File: config.mk
export PLATFORM = sky130hd
export DESIGN_NAME = sym_ex_sched
export DESIGN_NICKNAME = d
export VERILOG_FILES = /design/src/rtl/sym_ex_sched.sv
export SDC_FILE = /design/constraint.sdc
export NUM_CORES = 1
export LEC_CHECK = 0
export ABC_AREA = 1
export BUFFER_PORTS_ARGS = -buffer_cell sky130_fd_sc_hd__buf_2
export CAP_MARGIN = 10
export CORE_ASPECT_RATIO = 0.5
export CORE_MARGIN = 2
export CORE_UTILIZATION = 48
export CTS_BUF_LIST = sky130_fd_sc_hd__clkbuf_4 sky130_fd_sc_hd__clkbuf_8
export DETAILED_ROUTE_END_ITERATION = 12
export PLACE_DENSITY = 0.9
export SLEW_MARGIN = 20
export SYNTH_ARGS = -nofsm -noshare
export SYNTH_HDL_FRONTEND = slang
export SYNTH_SLANG_ARGS = --single-unit
File: constraint.sdc
create_clock -name clk -period 1.6 [get_ports clk]
set_clock_uncertainty 0.1 [all_clocks]
set_input_delay 0.32 -clock clk [delete_from_list [all_inputs] [get_ports clk]]
set_output_delay 0.32 -clock clk [all_outputs]
set_load 0.005 [all_outputs]
File: src/rtl/sym_ex_sched.sv
// Round-robin front-end that shares one symbolic-execution program datapath between NREQ requesters.
// The winning requester's operands are latched, the program walks one location per cycle, and done/hit report whether L7 was reached.
module sym_ex_sched #(
    parameter int W    = 8,
    parameter int NREQ = 2,
    localparam int OW  = (NREQ > 1) ? $clog2(NREQ) : 1
) (
    input  logic              clk,
    input  logic              rst_n,
    input  logic [NREQ-1:0]   req,
    input  logic [NREQ*W-1:0] a_in,
    input  logic [NREQ*W-1:0] b_in,
    input  logic [NREQ*W-1:0] c_in,
    output logic [NREQ-1:0]   gnt,
    output logic              busy,
    output logic              done,
    output logic              hit,
    output logic [OW-1:0]     owner,
    output logic [W-1:0]      z_out
);

    // state  | meaning
    // IDLE   | waiting for a request, arbitration active
    // L0     | program entry
    // L1     | X <= 3 when a != 0
    // L2     | branch on b < 5
    // L3     | Y assignment
    // L4     | Z <= 2
    // L5     | evaluate X+Y == 4
    // TERM   | report done/hit, grant still held
    typedef enum logic [2:0] {
        S_IDLE, S_L0, S_L1, S_L2, S_L3, S_L4, S_L5, S_TERM
    } state_t;

    state_t        state, state_nxt;
    logic [W-1:0]  a_r, b_r, c_r;
    logic [W-1:0]  x_r, y_r, z_r;
    logic [W-1:0]  sum;
    logic          hit_r;
    logic [OW-1:0] rr_ptr;
    logic [OW-1:0] pick_idx;
    logic          pick_found;

    // First set request searching upward from rr_ptr, wrapping at NREQ.
    always_comb begin
        pick_found = 1'b0;
        pick_idx   = '0;
        for (int i = 0; i < NREQ; i++) begin
            if (!pick_found && req[(int'(rr_ptr) + i) % NREQ]) begin
                pick_found = 1'b1;
                pick_idx   = OW'((int'(rr_ptr) + i) % NREQ);
            end
        end
    end

    always_ff @(posedge clk or negedge rst_n) begin
        if (!rst_n) state <= S_IDLE;
        else        state <= state_nxt;
    end

    always_comb begin
        state_nxt = state;
        case (state)
            S_IDLE:  if (pick_found) state_nxt = S_L0;
            S_L0:    state_nxt = S_L1;
            S_L1:    state_nxt = S_L2;
            S_L2:    state_nxt = (b_r < W'(5)) ? S_L3 : S_L5;
            S_L3:    state_nxt = S_L4;
            S_L4:    state_nxt = S_L5;
            S_L5:    state_nxt = S_TERM;
            S_TERM:  state_nxt = S_IDLE;
            default: state_nxt = S_IDLE;
        endcase
    end

    // Carry out of the add is dropped so the compare sees only the W-bit sum.
    assign sum = x_r + y_r;

    always_ff @(posedge clk or negedge rst_n) begin
        if (!rst_n) begin
            a_r    <= '0;
            b_r    <= '0;
            c_r    <= '0;
            x_r    <= '0;
            y_r    <= '0;
            z_r    <= '0;
            hit_r  <= 1'b0;
            owner  <= '0;
            rr_ptr <= '0;
        end else begin
            case (state)
                S_IDLE: if (pick_found) begin
                    a_r    <= a_in[pick_idx*W +: W];
                    b_r    <= b_in[pick_idx*W +: W];
                    c_r    <= c_in[pick_idx*W +: W];
                    x_r    <= '0;
                    y_r    <= '0;
                    z_r    <= '0;
                    hit_r  <= 1'b0;
                    owner  <= pick_idx;
                    rr_ptr <= (int'(pick_idx) == NREQ - 1) ? '0 : pick_idx + 1'b1;
                end
                S_L1: if (a_r != '0) x_r <= W'(3);
                S_L3: y_r <= (a_r == '0 && c_r != '0) ? W'(2) : c_r;
                S_L4: z_r <= W'(2);
                S_L5: hit_r <= (sum == W'(4));
                default: ;
            endcase
        end
    end

    always_comb begin
        gnt = '0;
        if (state != S_IDLE) gnt[owner] = 1'b1;
    end

    assign busy  = (state != S_IDLE);
    assign done  = (state == S_TERM);
    assign hit   = done & hit_r;
    assign z_out = z_r;

    a_gnt_onehot: assert property (@(posedge clk) disable iff (!rst_n) $onehot0(gnt));
    a_done_busy:  assert property (@(posedge clk) disable iff (!rst_n) (!done || busy));
    a_hit_done:   assert property (@(posedge clk) disable iff (!rst_n) (!hit || done));
    a_busy_gnt:   assert property (@(posedge clk) disable iff (!rst_n) (busy == (gnt != '0)));

endmodule

==> key figures <==
Synth
  – Mapped Cells: 262
  – Seq cells post-synth: 40
  – Post-synthesis cell type count: 24
  – Seq/Total Area, Yosys: 47.5%
  – Syn avg cell area: 8.05 um^2
  – Ys Warns: 0
  – Cell Area, Synth: 2110 um^2

Pwr
  – Leakage: 1.38 nW
  – Reg power frac: 42.4%
  – Overall power: 4.28 mW
  – Sw frac: 38.4%
  – Internal power: 2.64 mW
  – Clk network pwr share: 19.1%
  – Switch Pwr: 1.64 mW
  – Comb power frac: 38.5%
  – Worst VDD drop: 0.000706 V
  – PwrDens: 1640 nW/um^2

Place
  – Placed cell areas: 2420 um^2
  – Placer Congestion: 0.842
  – Placed Cells: 373
  – Detail Placement HPWL: 3670 um
  – Port Buffers: 58

Final layout
  – Layout cells sized above 1: 29.2%
  – Final std cells w/o fill: 386
  – Area grow syn2layout: 23.4%
  – # nets final: 386
  – Final instance area: 2600 um^2
  – Fill cell count: 318
  – Final core utilization: 64.0%
  – Diodes inserted: 0

Min path
  – Hold depth: 3
  – WHS Endpoint: a_r[4]
  – Min-delay worst type: input pin to flop
  – Hold Startpoint: a_in[12]

Timing
  – Max Slew Vio Count: 0
  – Worst slew pin tran: 0.507 ns
  – Final hold vios: 0
  – TNS Setup: -0.261 ns
  – # setup viols final: 5
  – RSZ-0062 raised after global routing: yes
  – Setup WS post-layout: -0.103 ns
  – Final Critical Period: 1.70 ns
  – Final period util: 106%
  – Fmax: 0.587 GHz
  – Rel. slew slack: 66.2%

Worst setup path
  – Slowest stage delay, CP: 0.46 ns
  – Crit Path Category: flop to flop
  – Flop2flop setup slack: -0.10 ns
  – Reg-to-Reg Start: x_r[0]
  – CP top delay family: adder cells
  – Slowest CP cell: fa_1
  – Reg2Reg Depth: 7
  – Critical path's most frequent cell: nor2_1
  – Startpoint Class: flop
  – Crit path DAT: 1.82 ns
  – Worst Setup SP: x_r[0]
  – Sequence of cells on the critical path: buf_4, fa_1, nor2_1, nand2_1, nor2_1, nand3_1, o21ai_1
  – Reg2reg end: hit_r
  – Worst Setup End Kind: flop
  – Critical Path Fanout Max: 3
  – Bufs and invs on worst path: 1
  – Worst Path Required: 1.71 ns

Global route
  – Largest net degree at the start of global routing: 41
  – Number of global-route vias before repair: 1,975
  – First-pass GRT wire length: 8420 um
  – Total gr overflow: 0
  – GRT Overall Usage: 21.4%
  – Initial antenna violation count: 0

CTS
  – Clk pin slew, worst setup/hold paths: 0.08 ns
  – Clock Path Buffers: 2
  – Clock root cell: clkbuf_8
  – Clock sink count: 40
  – CTS Buf Count: 5
  – Worst-Skew Late Latency: 0.30 ns
  – CTS tree: done
  – H-tree lvl count: 2

Route
  – Vias per std cell: 5.22
  – Drt pass-1 iters: 5
  – Wirelength per Cell: 13.2 um
  – Remaining antenna violation count after routing: 0
  – DRT iter0 DRCs: 110
  – Vias post-DR: 2,014
  – DRC errors left: 0
  – Final WL: 5090 um

Outcome
  – Status: finished with violations
  – Failing checks: setup timing

Floorplan
  – Core area: 4060 um^2
  – Chip width: 97.7 um
  – Starting density of the core: 51.9%
  – Io pins: 66
  – Die Y: 50.9 um
  – Row cnt: 16
  – Die footprint: 4970 um^2

Run
  – Maxcap violations: 0
-- power by group through the flow --
stage	logic [mW]	registers, mW	clock network (mW)
after CTS	1.59	1.79	0.825
after global routing	1.86	1.87	0.865
after floorplan	1.12	1.73	0
final	1.65	1.81	0.819
after global placement	1.43	1.77	0
after detailed placement	1.51	1.80	0
-- registers in the layout, indices dropped and copies added, names as in the netlist --
register	cells
a_r	8
b_r	8
c_r	8
hit_r	1
owner	1
rr_ptr	1
state	3
x_r	1
y_r	8
z_out	1
-- per-layer routing --
layer	up-vias	global-route usage (%)	part of all wire (%)
met2	84	38.7	51
met5	-	0	0
met3	23	3.83	4.9
met4	0	11.1	3.2
li1	969	-	-
met1	938	25.0	41
-- cell usage in the layout, fill, tap and decap left out --
cell type	instances
a31oi_1	1
and2_0	1
buf_2	58
buf_4	12
buf_8	1
bufinv_16	1
clkbuf_4	1
clkbuf_8	5
clkinv_2	1
conb_1	7
dfrtp_1	38
dfrtp_2	2
dlygate4sd3_1	1
fa_1	1
ha_1	1
ha_2	1
inv_1	17
inv_2	3
inv_4	2
nand2_1	79
nand2_2	2
nand2_4	1
nand3_1	57
nand4_1	1
nor2_1	16
nor2_2	2
nor2_4	3
nor2_8	1
nor3_1	2
o211ai_1	4
o21ai_0	5
o21ai_1	1
o21ai_2	1
o21bai_1	1
o31ai_1	2
-- metrics by stage --
| stage | setup slack (ns) | hold WS [ns] |
|---|---|---|
| 2_1_floorplan | 0.0113 | -0.0756 |
| 3_3_place_gp | 0.0324 | 0.293 |
| 3_5_place_dp | -0.119 | 0.301 |
| 4_1_cts | -0.0971 | 0.134 |
| 5_1_grt | -0.168 | 0.138 |
| 6_report | -0.103 | 0.135 |
-- worst register-to-register path, stage by stage, from the launching register on --
cell and delay, ns:
dfrtp_1 0.39, buf_4 0.15, fa_1 0.46, nor2_1 0.10, nand2_1 0.07, nor2_1 0.11, nand3_1 0.10, o21ai_1 0.13
-- repair_timing --
item                                   4_1_cts  5_1_grt
setup buffers                                3        1
hold buffers                                 1        0
setup endpoints to repair                    5       27
gates resized for setup                      7        8
pin swaps                                    2        4
endpoints found under the hold margin       40        0
-- cells in the mapped netlist, drive strengths merged --
| library cell | instances | share of area, % |
|---|---|---|
| ha | 2 | 1.2 |
| conb | 1 | 0.18 |
| dfrtp | 40 | 47 |
| o211ai | 4 | 1.4 |
| o31ai | 2 | 0.71 |
| o21ai | 7 | 1.8 |
| nor2 | 22 | 5.8 |
| buf | 16 | 6.3 |
| o21bai | 1 | 0.36 |
| nand4 | 1 | 0.30 |
| nand2 | 82 | 15 |
| fa | 1 | 0.95 |
| nor3 | 2 | 0.47 |
| and2 | 1 | 0.30 |
| nand3 | 57 | 14 |
| a31oi | 1 | 0.30 |
| inv | 22 | 3.9 |
-- final cells by class --
cell class / count / area, um^2 / share of cell area (%)
clock buffers: 6 / 76.3 / 2.93
clock inverters: 2 / 35.0 / 1.35
multi-input cells: 190 / 926 / 35.6
inverters: 22 / 87.6 / 3.37
repair buffers: 72 / 405 / 15.6
well taps: 54 / 67.6 / 2.60
flip-flops and latches: 40 / 1000 / 38.6
-- worst max-delay path by stage --
stage | slack, ns | cells past startpoint | to
6_report | -0.10 | 7 | hit_r
5_1_grt | -0.17 | 7 | hit_r
2_1_floorplan | 0.01 | 7 | hit_r
3_3_place_gp | 0.03 | 7 | hit_r
3_5_place_dp | -0.12 | 7 | hit_r
4_1_cts | -0.1 | 7 | hit_r
-- cells by family (layout without fill, tap and decap cells) --
logic type / Yosys count / after routing / share of synthesized area (%)
AND/OR/NAND/NOR: 165 / 165 / 35.3
flip-flops: 40 / 40 / 47.5
buffers and inverters: 38 / 102 / 10.3
other: 1 / 7 / 0.178
adder cells (fa/ha/maj): 3 / 3 / 2.14
AO/OA/AOI/OAI: 15 / 15 / 4.63
Note: power is estimated with default switching activity, not from simulation.
